$ cat src/rtl/coin_pkg.sv
// Shared types and defaults for the coin acceptor front-end.
package coin_pkg;

  typedef enum logic [1:0] {
    COIN_NONE = 2'd0,
    COIN_025  = 2'd1,
    COIN_050  = 2'd2,
    COIN_100  = 2'd3
  } coin_e;

  typedef enum logic [1:0] {
    StIdle    = 2'd0,
    StPressed = 2'd1,
    StJammed  = 2'd2
  } deb_state_e;

  localparam int unsigned DefDebounceCycles = 4;
  localparam int unsigned DefJamCycles      = 64;
  localparam int unsigned DefQueueDepth     = 4;
  localparam int unsigned NumChan           = 3;
  localparam int unsigned COUNT_W           = 10;

endpackage

$ cat src/rtl/coin_debounce.sv
// One coin-sensor channel: 2-flop synchroniser, press/release debouncer and jam detection.
module coin_debounce
  import coin_pkg::*;
#(
  parameter int unsigned DEBOUNCE_CYCLES = DefDebounceCycles,
  parameter int unsigned JAM_CYCLES      = DefJamCycles
) (
  input  logic clock,
  input  logic reset,
  input  logic raw_i,
  output logic event_o,
  output logic jammed_o
);

  localparam int unsigned HoldW = $clog2(JAM_CYCLES);
  localparam logic [7:0] DebLast = 8'(DEBOUNCE_CYCLES - 1);
  // Hold counter reads 0 in the first cycle after the event, so JAMMED starts JAM_CYCLES later.
  localparam logic [HoldW-1:0] HoldLast = HoldW'(JAM_CYCLES - 2);

  deb_state_e       state_q, state_d;
  logic [1:0]       sync_q, sync_d;
  logic [7:0]       cnt_q, cnt_d;
  logic [HoldW-1:0] hold_q, hold_d;
  logic             synced;

  assign synced = sync_q[1];

  always_ff @(posedge clock) begin
    if (reset) begin
      state_q <= StIdle;
      sync_q  <= '0;
      cnt_q   <= '0;
      hold_q  <= '0;
    end else begin
      state_q <= state_d;
      sync_q  <= sync_d;
      cnt_q   <= cnt_d;
      hold_q  <= hold_d;
    end
  end

  always_comb begin
    sync_d  = {sync_q[0], raw_i};
    state_d = state_q;
    cnt_d   = cnt_q;
    hold_d  = hold_q;
    unique case (state_q)
      StIdle: begin
        hold_d = '0;
        if (synced) begin
          if (cnt_q == DebLast) begin
            state_d = StPressed;
            cnt_d   = '0;
          end else begin
            cnt_d = cnt_q + 8'd1;
          end
        end else begin
          cnt_d = '0;
        end
      end
      StPressed, StJammed: begin
        if (!synced) begin
          if (cnt_q == DebLast) begin
            state_d = StIdle;
            cnt_d   = '0;
          end else begin
            cnt_d = cnt_q + 8'd1;
          end
        end else begin
          cnt_d = '0;
        end
        // A completed release wins over a jam reached in the same cycle.
        if (state_q == StPressed && state_d == StPressed) begin
          if (hold_q == HoldLast) begin
            state_d = StJammed;
          end else begin
            hold_d = hold_q + HoldW'(1);
          end
        end
      end
      default: state_d = StIdle;
    endcase
  end

  always_comb begin
    event_o  = (state_q == StIdle) && synced && (cnt_q == DebLast);
    jammed_o = (state_q == StJammed);
  end

endmodule

$ cat src/rtl/coin_acceptor.sv
// Coin acceptor: debounces three sensors, arbitrates insertions, queues coins and paces pulses.
module coin_acceptor
  import coin_pkg::*;
#(
  parameter int unsigned DEBOUNCE_CYCLES = DefDebounceCycles,
  parameter int unsigned JAM_CYCLES      = DefJamCycles,
  parameter int unsigned QUEUE_DEPTH     = DefQueueDepth
) (
  input  logic               clock,
  input  logic               reset,
  input  logic [2:0]         coin_raw,
  input  logic               accept_en,
  output logic               money_in025,
  output logic               money_in05,
  output logic               money_in1,
  output logic               coin_reject,
  output logic               jam,
  output logic [COUNT_W-1:0] accepted_count
);

  localparam int unsigned PtrW = $clog2(QUEUE_DEPTH);
  localparam int unsigned CntW = $clog2(QUEUE_DEPTH + 1);

  logic [NumChan-1:0] ev;
  logic [NumChan-1:0] jammed;

  for (genvar i = 0; i < NumChan; i++) begin : g_chan
    coin_debounce #(
      .DEBOUNCE_CYCLES(DEBOUNCE_CYCLES),
      .JAM_CYCLES     (JAM_CYCLES)
    ) u_deb (
      .clock   (clock),
      .reset   (reset),
      .raw_i   (coin_raw[i]),
      .event_o (ev[i]),
      .jammed_o(jammed[i])
    );
  end

  coin_e              mem_q [QUEUE_DEPTH];
  coin_e              mem_d [QUEUE_DEPTH];
  logic [PtrW-1:0]    wr_ptr_q, wr_ptr_d;
  logic [PtrW-1:0]    rd_ptr_q, rd_ptr_d;
  logic [CntW-1:0]    fifo_cnt_q, fifo_cnt_d;
  logic [COUNT_W-1:0] count_q, count_d;
  logic [2:0]         money_q, money_d;
  logic               reject_q, reject_d;
  logic               gap_q, gap_d;

  coin_e push_code;
  coin_e head;
  logic  full, empty, pop, push;

  always_ff @(posedge clock) begin
    if (reset) begin
      mem_q      <= '{default: COIN_NONE};
      wr_ptr_q   <= '0;
      rd_ptr_q   <= '0;
      fifo_cnt_q <= '0;
      count_q    <= '0;
      money_q    <= '0;
      reject_q   <= 1'b0;
      gap_q      <= 1'b0;
    end else begin
      mem_q      <= mem_d;
      wr_ptr_q   <= wr_ptr_d;
      rd_ptr_q   <= rd_ptr_d;
      fifo_cnt_q <= fifo_cnt_d;
      count_q    <= count_d;
      money_q    <= money_d;
      reject_q   <= reject_d;
      gap_q      <= gap_d;
    end
  end

  // Arbitration: only a lone event with no jam and a free (or freeing) slot is accepted.
  always_comb begin
    unique case (ev)
      3'b001:  push_code = COIN_025;
      3'b010:  push_code = COIN_050;
      3'b100:  push_code = COIN_100;
      default: push_code = COIN_NONE;
    endcase
    full     = (fifo_cnt_q == CntW'(QUEUE_DEPTH));
    empty    = (fifo_cnt_q == '0);
    pop      = !empty && accept_en && !gap_q;
    push     = (push_code != COIN_NONE) && !jam && (!full || pop);
    reject_d = (|ev) && !push;
  end

  always_comb begin
    mem_d      = mem_q;
    wr_ptr_d   = wr_ptr_q;
    rd_ptr_d   = rd_ptr_q;
    fifo_cnt_d = fifo_cnt_q;
    count_d    = count_q;
    money_d    = '0;
    gap_d      = pop;
    head       = mem_q[rd_ptr_q];
    if (push) begin
      mem_d[wr_ptr_q] = push_code;
      wr_ptr_d        = wr_ptr_q + PtrW'(1);
      count_d         = count_q + COUNT_W'(1);
    end
    if (pop) begin
      rd_ptr_d = rd_ptr_q + PtrW'(1);
      unique case (head)
        COIN_025: money_d[0] = 1'b1;
        COIN_050: money_d[1] = 1'b1;
        COIN_100: money_d[2] = 1'b1;
        default:  money_d    = '0;
      endcase
    end
    unique case ({push, pop})
      2'b10:   fifo_cnt_d = fifo_cnt_q + CntW'(1);
      2'b01:   fifo_cnt_d = fifo_cnt_q - CntW'(1);
      default: fifo_cnt_d = fifo_cnt_q;
    endcase
  end

  always_comb begin
    jam            = |jammed;
    money_in025    = money_q[0];
    money_in05     = money_q[1];
    money_in1      = money_q[2];
    coin_reject    = reject_q;
    accepted_count = count_q;
  end

endmodule

$ cat config.mk
export PLATFORM = sky130hd
export DESIGN_NAME = coin_acceptor
export DESIGN_NICKNAME = d
export VERILOG_FILES = /design/src/rtl/coin_pkg.sv /design/src/rtl/coin_debounce.sv /design/src/rtl/coin_acceptor.sv
export SDC_FILE = /design/constraint.sdc
export NUM_CORES = 1
export LEC_CHECK = 0
export ABC_AREA = 0
export CORE_ASPECT_RATIO = 0.9
export CORE_MARGIN = 5
export CORE_UTILIZATION = 35
export DETAILED_ROUTE_END_ITERATION = 12
export PLACE_DENSITY = 0.49
export SYNTH_ARGS = -nofsm -noshare
export SYNTH_HDL_FRONTEND = slang
export SYNTH_SLANG_ARGS = --single-unit
$ cat constraint.sdc
create_clock -name clock -period 7.6 [get_ports clock]
set_clock_uncertainty 0.15 [all_clocks]
set_input_delay 1.9 -clock clock [delete_from_list [all_inputs] [get_ports clock]]
set_output_delay 1.9 -clock clock [all_outputs]
set_load 0.05 [all_outputs]
==> qor.txt, run 1 <==
status - finished, final reports clean
DR WL/cell - 12.77 um
switching share of power - 20.06%
critical path class - reg -> out
total track usage - 12.60%
worst hold-check path type - reg -> reg
Reg2Reg Depth - 11
CP max stage cell - clkdlybuf4s50_1
number of synthesized register bits - 84
post-synthesis sequential area ratio - 39.07%
Mapped Avg Cell Area - 8.766 um^2
Fill cells - 1190
setup violators final - 0
Core ar. - 12030 um^2
CP Max Fanout - 6
DP Area - 4647 um^2
Worst R2R Start - g_chan[2].u_deb.cnt_q[0]
Top FF cell, synth - dfxtp_1
TNS Setup - 0 ns
global-route wire length before repair - 15110 um
max-slew violations - 0
pwr dens - 187.1 nW/um^2
Cell Int Power - 742.5 uW
# diodes - 0
cts hold-fix bufs - 0
antenna-violating nets left - 0
Post-synth EDFFs - 0
post-synthesis compound-gate area fraction - 13.40%
final period utilization - 59.18%
design area - 4965 um^2
yosys warns - 0
critical-path cell list - inv_1, ha_1, nor3_1, inv_1, clkdlybuf4s50_1
DRT Pass-1 Iters - 4
Post-Layout Cell Count - 675
type of origin of the critical path - flop
Layout area overhead - 15.35%
asr flop ratio synth - 0%
Reg power frac - 47.8%
grt ovf - 0
Synth top cells by count - 84 x dfxtp_1, 51 x nor2_1, 44 x nand2_1
Netlist cell types - 65
crit path buf inv count - 3
Vias - 3359
Synth top area share - 39.07%
io pins - 21
clk buf depth - 2
Hold Slack - 0.2851 ns
Multi-input gate area - 2467 um^2
max cap viols - 0
number of port buffers - 20
final net count - 544
Hold Crit Depth - 1
main combinational cell family by area after synthesis - simple AND/OR/NAND/NOR gates
Crit path required time - 5.55 ns
Final Critical Period - 4.498 ns
die width - 126.9 um
Worst-Margin Slew - 0.8226 ns
DR vias/cell - 4.976
Post-CTS Resized - 0
Comb pwr share - 1.5%
syn nets - 525
Crit path arrival time - 2.45 ns
Worst setup EP type - primary output
clk root buf - clkbuf_16
Die Y - 115.2 um
slew margin rel. - 44.44%
post-synthesis mux area share - 3.634%
clk_lat worst skew - 0.34 ns
GP Congestion - 0.7543
placed insts - 659
flop2flop setup slack - 3.83 ns
leakage power - 1.795 nW
Post-CTS Setup Inserts - 0
XOR/XNOR share of the synthesized area - 7.122%
Final Hold Fails - 0
total CTS buffers - 9
post-synth top area cell - dfxtp_1
post-DP HPWL - 6028 um
H-Tree Depth - 3
adder-cell area share of the yosys netlist - 8.314%
clock transition at the registers of the reported paths - 0.06 ns
Net Switching - 186.3 uW
CTS tree - yes
Clk pwr share - 50.7%
worst hold path endpoint - g_chan[2].u_deb.sync_q[1]
Initial DRC Count - 277
slowest cell delay on critical path - 0.73 ns
TritonCTS sink count - 84
top post-synthesis cells by area - dfxtp_1 39%, ha_1 7.8%, xor2_1 4.7%
worst vdd ir - 0.00009122 V
DRC errors left - 0
starting density of the core - 35.78%
layout cell share with drive strength beyond 1 - 6.408%
row count - 38
Reg area - 1682 um^2
die area - 14620 um^2
min-delay src - g_chan[2].u_deb.sync_q[0]
FMAX - 222.3 MHz
largest net degree at the start of global routing - 42
initial antenna violation count - 0
vias in the first global route - 3183
Simple-Gate Fraction of Synth Area - 24.85%
mapped cell area - 4304 um^2
RSZ-0062 raised after global routing - false
Mapped Cells - 491
reg2reg end - fifo_cnt_q[2]
most used cell along the critical path - inv_1
Crit path max-delay family - buffers and inverters
count leader, synth - dfxtp_1
routed wire length - 8619 um
## cells by family after synthesis
logic type      after synthesis
mux                          13
flops                        84
fa+ha+maj                    28
buf+inv                      37
compound gates               89
xor+xnor                     35
simple gates                205
## flip-flops by register name, summed over array words and instances, names as in the netlist
name and flops:
coin_reject 1, g_chan.u_deb.hold_q 18, g_chan.u_deb.state_q 6, money_q 3, gap_q 1, g_chan.u_deb.sync_q 6
mem_q 8, wr_ptr_q 2, accepted_count 10, rd_ptr_q 2, fifo_cnt_q 3, g_chan.u_deb.cnt_q 24
## layout by cell type (no fill, tap or decap), types with 3 or more instances in the layout
cell type / count
clkinv_2: 3
clkbuf_16: 9
nor2b_1: 12
nand3_1: 24
xor2_1: 23
and3_1: 12
inv_1: 24
nor4b_1: 4
clkdlybuf4s50_1: 20
nand2_1: 44
ha_1: 27
o311ai_0: 3
o31ai_1: 7
and2_1: 4
nor3_1: 8
xnor2_1: 12
or4_1: 5
a21oi_1: 30
nand2b_1: 3
or3_1: 9
a221oi_1: 3
mux2i_1: 10
nor2_1: 51
dfxtp_1: 84
nand4_1: 10
o21ai_0: 19
or2_2: 4
## power by group through the flow
stage	combinational [mW]	sequential, mW	clock [mW]
after global routing	0.0160	0.444	0.505
after floorplan	0.00862	0.453	0
final	0.0139	0.444	0.471
after CTS	0.0143	0.444	0.491
after detailed placement	0.0142	0.454	0
after global placement	0.0142	0.454	0
## layout make-up
cell class              count  area share, %
inverters                  24          1.815
clock buffers              11          4.889
well taps                 160          4.032
multi-input cells         370          49.70
clock inverters             5          1.512
flip-flops and latches     84          33.87
repair buffers             21          4.183
## metal layers
layer | wire (um) | GRT usage [%]
met1 | 4515 | 16.79
met3 | 255 | 3.437
met2 | 3711 | 19.61
met4 | 138 | 4.718
met5 | 0 | 0
## worst reg2reg max path, cell delays in order (launching register included)
cell,delay [ns]
dfxtp_1,0.42
ha_1,0.24
or4b_4,0.49
or3_1,0.60
a21oi_2,0.44
nand2b_1,0.16
ha_1,0.17
inv_1,0.06
fa_1,0.37
xor2_1,0.15
or3_1,0.30
a21oi_1,0.14
## worst max-delay path by stage
stage                                     from            end  cells past startpoint
global route        g_chan[1].u_deb.state_q[0]            jam                      5
CTS                 g_chan[1].u_deb.state_q[0]            jam                      5
detailed placement                   accept_en  fifo_cnt_q[2]                     10
global placement                     accept_en  fifo_cnt_q[2]                     10
finish              g_chan[1].u_deb.state_q[0]            jam                      5
floorplan                            accept_en  fifo_cnt_q[2]                      9
## through the flow
step,power [mW],util (%),setup WS (ns)
finish,0.9288,41.27,3.102
floorplan,0.4618,-,3.701
CTS,0.9485,41.27,3.083
global placement,0.4679,38.63,3.193
global route,0.9644,41.27,2.987
detailed placement,0.4679,38.63,3.163
(Power assumes the default switching activity.)
==> run 2, diff against run 1 <==
Settings changed: PLACE_DENSITY 0.49 to 0.51.
Clock period 7.6 ns to 4 ns, I/O delays scaled along.
==> run 2 against run 1 <==
  * Total power rose by 100%
  * Critical path depth stayed put
  * Flip-flop and latch count did not move
  * Critical path type unchanged
  * Utilization increased by 0.57 points
  * Count of clock-buffer cells in the layout decreased by 2
  * Hold slack improved by 0.0014 ns
  * Global-route usage increased by 0.27 points
  * Final area is 1.4% higher
==> qor.txt, run 2 (synthesized netlist as in run 1, its figures left out) <==
max reg flops - 24
critical path class - reg -> out
DR vias/cell - 5.081
die area - 14620 um^2
total track usage - 12.86%
grt ovf - 0
DRT Pass-1 Iters - 4
antenna-violating nets left - 0
CP Max Fanout - 6
Reg power frac - 44.7%
Worst-Margin Slew - 0.8355 ns
clk_lat worst skew - 0.34 ns
CTS tree - yes
post-DP HPWL - 6336 um
critical-path cell list - inv_1, ha_1, nor3_1, inv_1, clkdlybuf4s50_1
clk root buf - clkbuf_16
most used cell along the critical path - inv_1
Fill cells - 1179
final period utilization - 90.51%
slew margin rel. - 44.24%
Post-CTS Resized - 0
TNS Setup - 0 ns
crit path buf inv count - 3
Crit path required time - 2.85 ns
vias in the first global route - 3312
instance count on the critical path - 5
largest net degree at the start of global routing - 41
Reg2Reg Depth - 11
Comb pwr share - 1.4%
routed wire length - 8960 um
H-Tree Depth - 3
status - finished, final reports clean
max-slew violations - 0
most frequent cells in the layout - 84 x dfxtp_1, 51 x nor2_1, 44 x nand2_1
GP Congestion - 0.8166
Final Critical Period - 3.621 ns
Clk pwr share - 53.9%
clock transition at the registers of the reported paths - 0.06 ns
Crit path arrival time - 2.47 ns
Layout area overhead - 16.95%
Crit path max-delay family - buffers and inverters
type of origin of the critical path - flop
clk buf depth - 2
max cap viols - 0
worst vdd ir - 0.0001751 V
setup violators final - 0
commonest non-fill, non-tap cell in the layout - dfxtp_1
initial antenna violation count - 0
starting density of the core - 35.78%
DR WL/cell - 13.22 um
number of port buffers - 20
cts hold-fix bufs - 0
Hold Crit Depth - 1
Cell Int Power - 1.522 mW
Final Hold Fails - 0
slowest cell delay on critical path - 0.72 ns
final net count - 547
RSZ-0062 raised after global routing - false
Initial DRC Count - 214
Net Switching - 364.5 uW
layout cell share with drive strength beyond 1 - 7.143%
io pins - 21
Core ar. - 12030 um^2
Multi-input gate area - 2467 um^2
CP max stage cell - clkdlybuf4s50_1
TritonCTS sink count - 84
DRC errors left - 0
global-route wire length before repair - 15380 um
Worst setup EP type - primary output
switching share of power - 19.32%
FMAX - 276.2 MHz
# diodes - 0
worst hold-check path type - reg -> reg
row count - 38
Util after Layout - 41.85%
Post-CTS Setup Inserts - 0
Die Y - 115.2 um
Vias - 3445
Reg area - 1682 um^2
pwr dens - 374.8 nW/um^2
die width - 126.9 um
leakage power - 1.830 nW
total CTS buffers - 9
Top reg by flops - g_chan.u_deb.cnt_q
run 2: per-stage QoR:
stage	hold WS (ns)	cell area, um^2	std cells	total power [mW]	setup slack [ns]
2_1_floorplan	0.2638	4304	491	0.8775	0.6576
3_3_place_gp	0.2790	4669	662	0.8892	0.4983
3_5_place_dp	0.2756	4669	662	0.8899	0.4398
4_1_cts	0.2910	5034	678	1.913	0.3320
5_1_grt	0.3187	5034	678	1.953	0.06275
6_report	0.2865	5034	678	1.886	0.3795
run 2: worst paths after layout:
kind / start / to / slack (ns)
worst max-delay path: g_chan[1].u_deb.state_q[0] / jam / 0.38
worst min-delay path: g_chan[1].u_deb.sync_q[0] / g_chan[1].u_deb.sync_q[1] / 0.29
worst max register to register: g_chan[2].u_deb.cnt_q[0] / fifo_cnt_q[2] / 0.46
worst min register to register: g_chan[1].u_deb.sync_q[0] / g_chan[1].u_deb.sync_q[1] / 0.29
run 2: layout make-up:
| cell class | instances | area share (%) |
|---|---|---|
| clock buffers | 9 | 4.474 |
| flip-flops and latches | 84 | 33.41 |
| clock inverters | 7 | 2.759 |
| repair buffers | 24 | 4.574 |
| multi-input cells | 370 | 49.02 |
| inverters | 24 | 1.790 |
| well taps | 160 | 3.977 |
run 2: worst reg2reg max path, cell delays in order, from the launching register on:
cell and delay [ns]:
dfxtp_1 0.43, ha_1 0.24, or4b_4 0.49, or3_1 0.44, a21oi_2 0.37, nand2b_1 0.16
ha_1 0.18, inv_1 0.06, fa_1 0.37, xor2_1 0.16, or3_1 0.30, a21oi_1 0.13
run 2: routing by layer:
layer / track usage (%) / vias to the layer above / wire [um]
met2: 20.94 / 33 / 4095
met5: 0 / - / 0
met1: 16.71 / 1620 / 4538
met4: 3.002 / 0 / 96
met3: 4.180 / 7 / 230
li1: - / 1785 / -
run 2: power by group through the flow:
| stage | Combinational [mW] | Sequential, mW | Clock [mW] |
|---|---|---|---|
| floorplan | 0.0164 | 0.861 | 0 |
| global placement | 0.0273 | 0.862 | 0 |
| detailed placement | 0.0278 | 0.862 | 0 |
| CTS | 0.0277 | 0.843 | 1.04 |
| global route | 0.0299 | 0.843 | 1.08 |
| finish | 0.0269 | 0.843 | 1.02 |
==> run 3, diff against run 2 <==
Settings changed: HOLD_SLACK_MARGIN set to 0.08.
==> results of run 3 <==
Same layout as run 2: the final DEF is identical, and so are final timing and power.
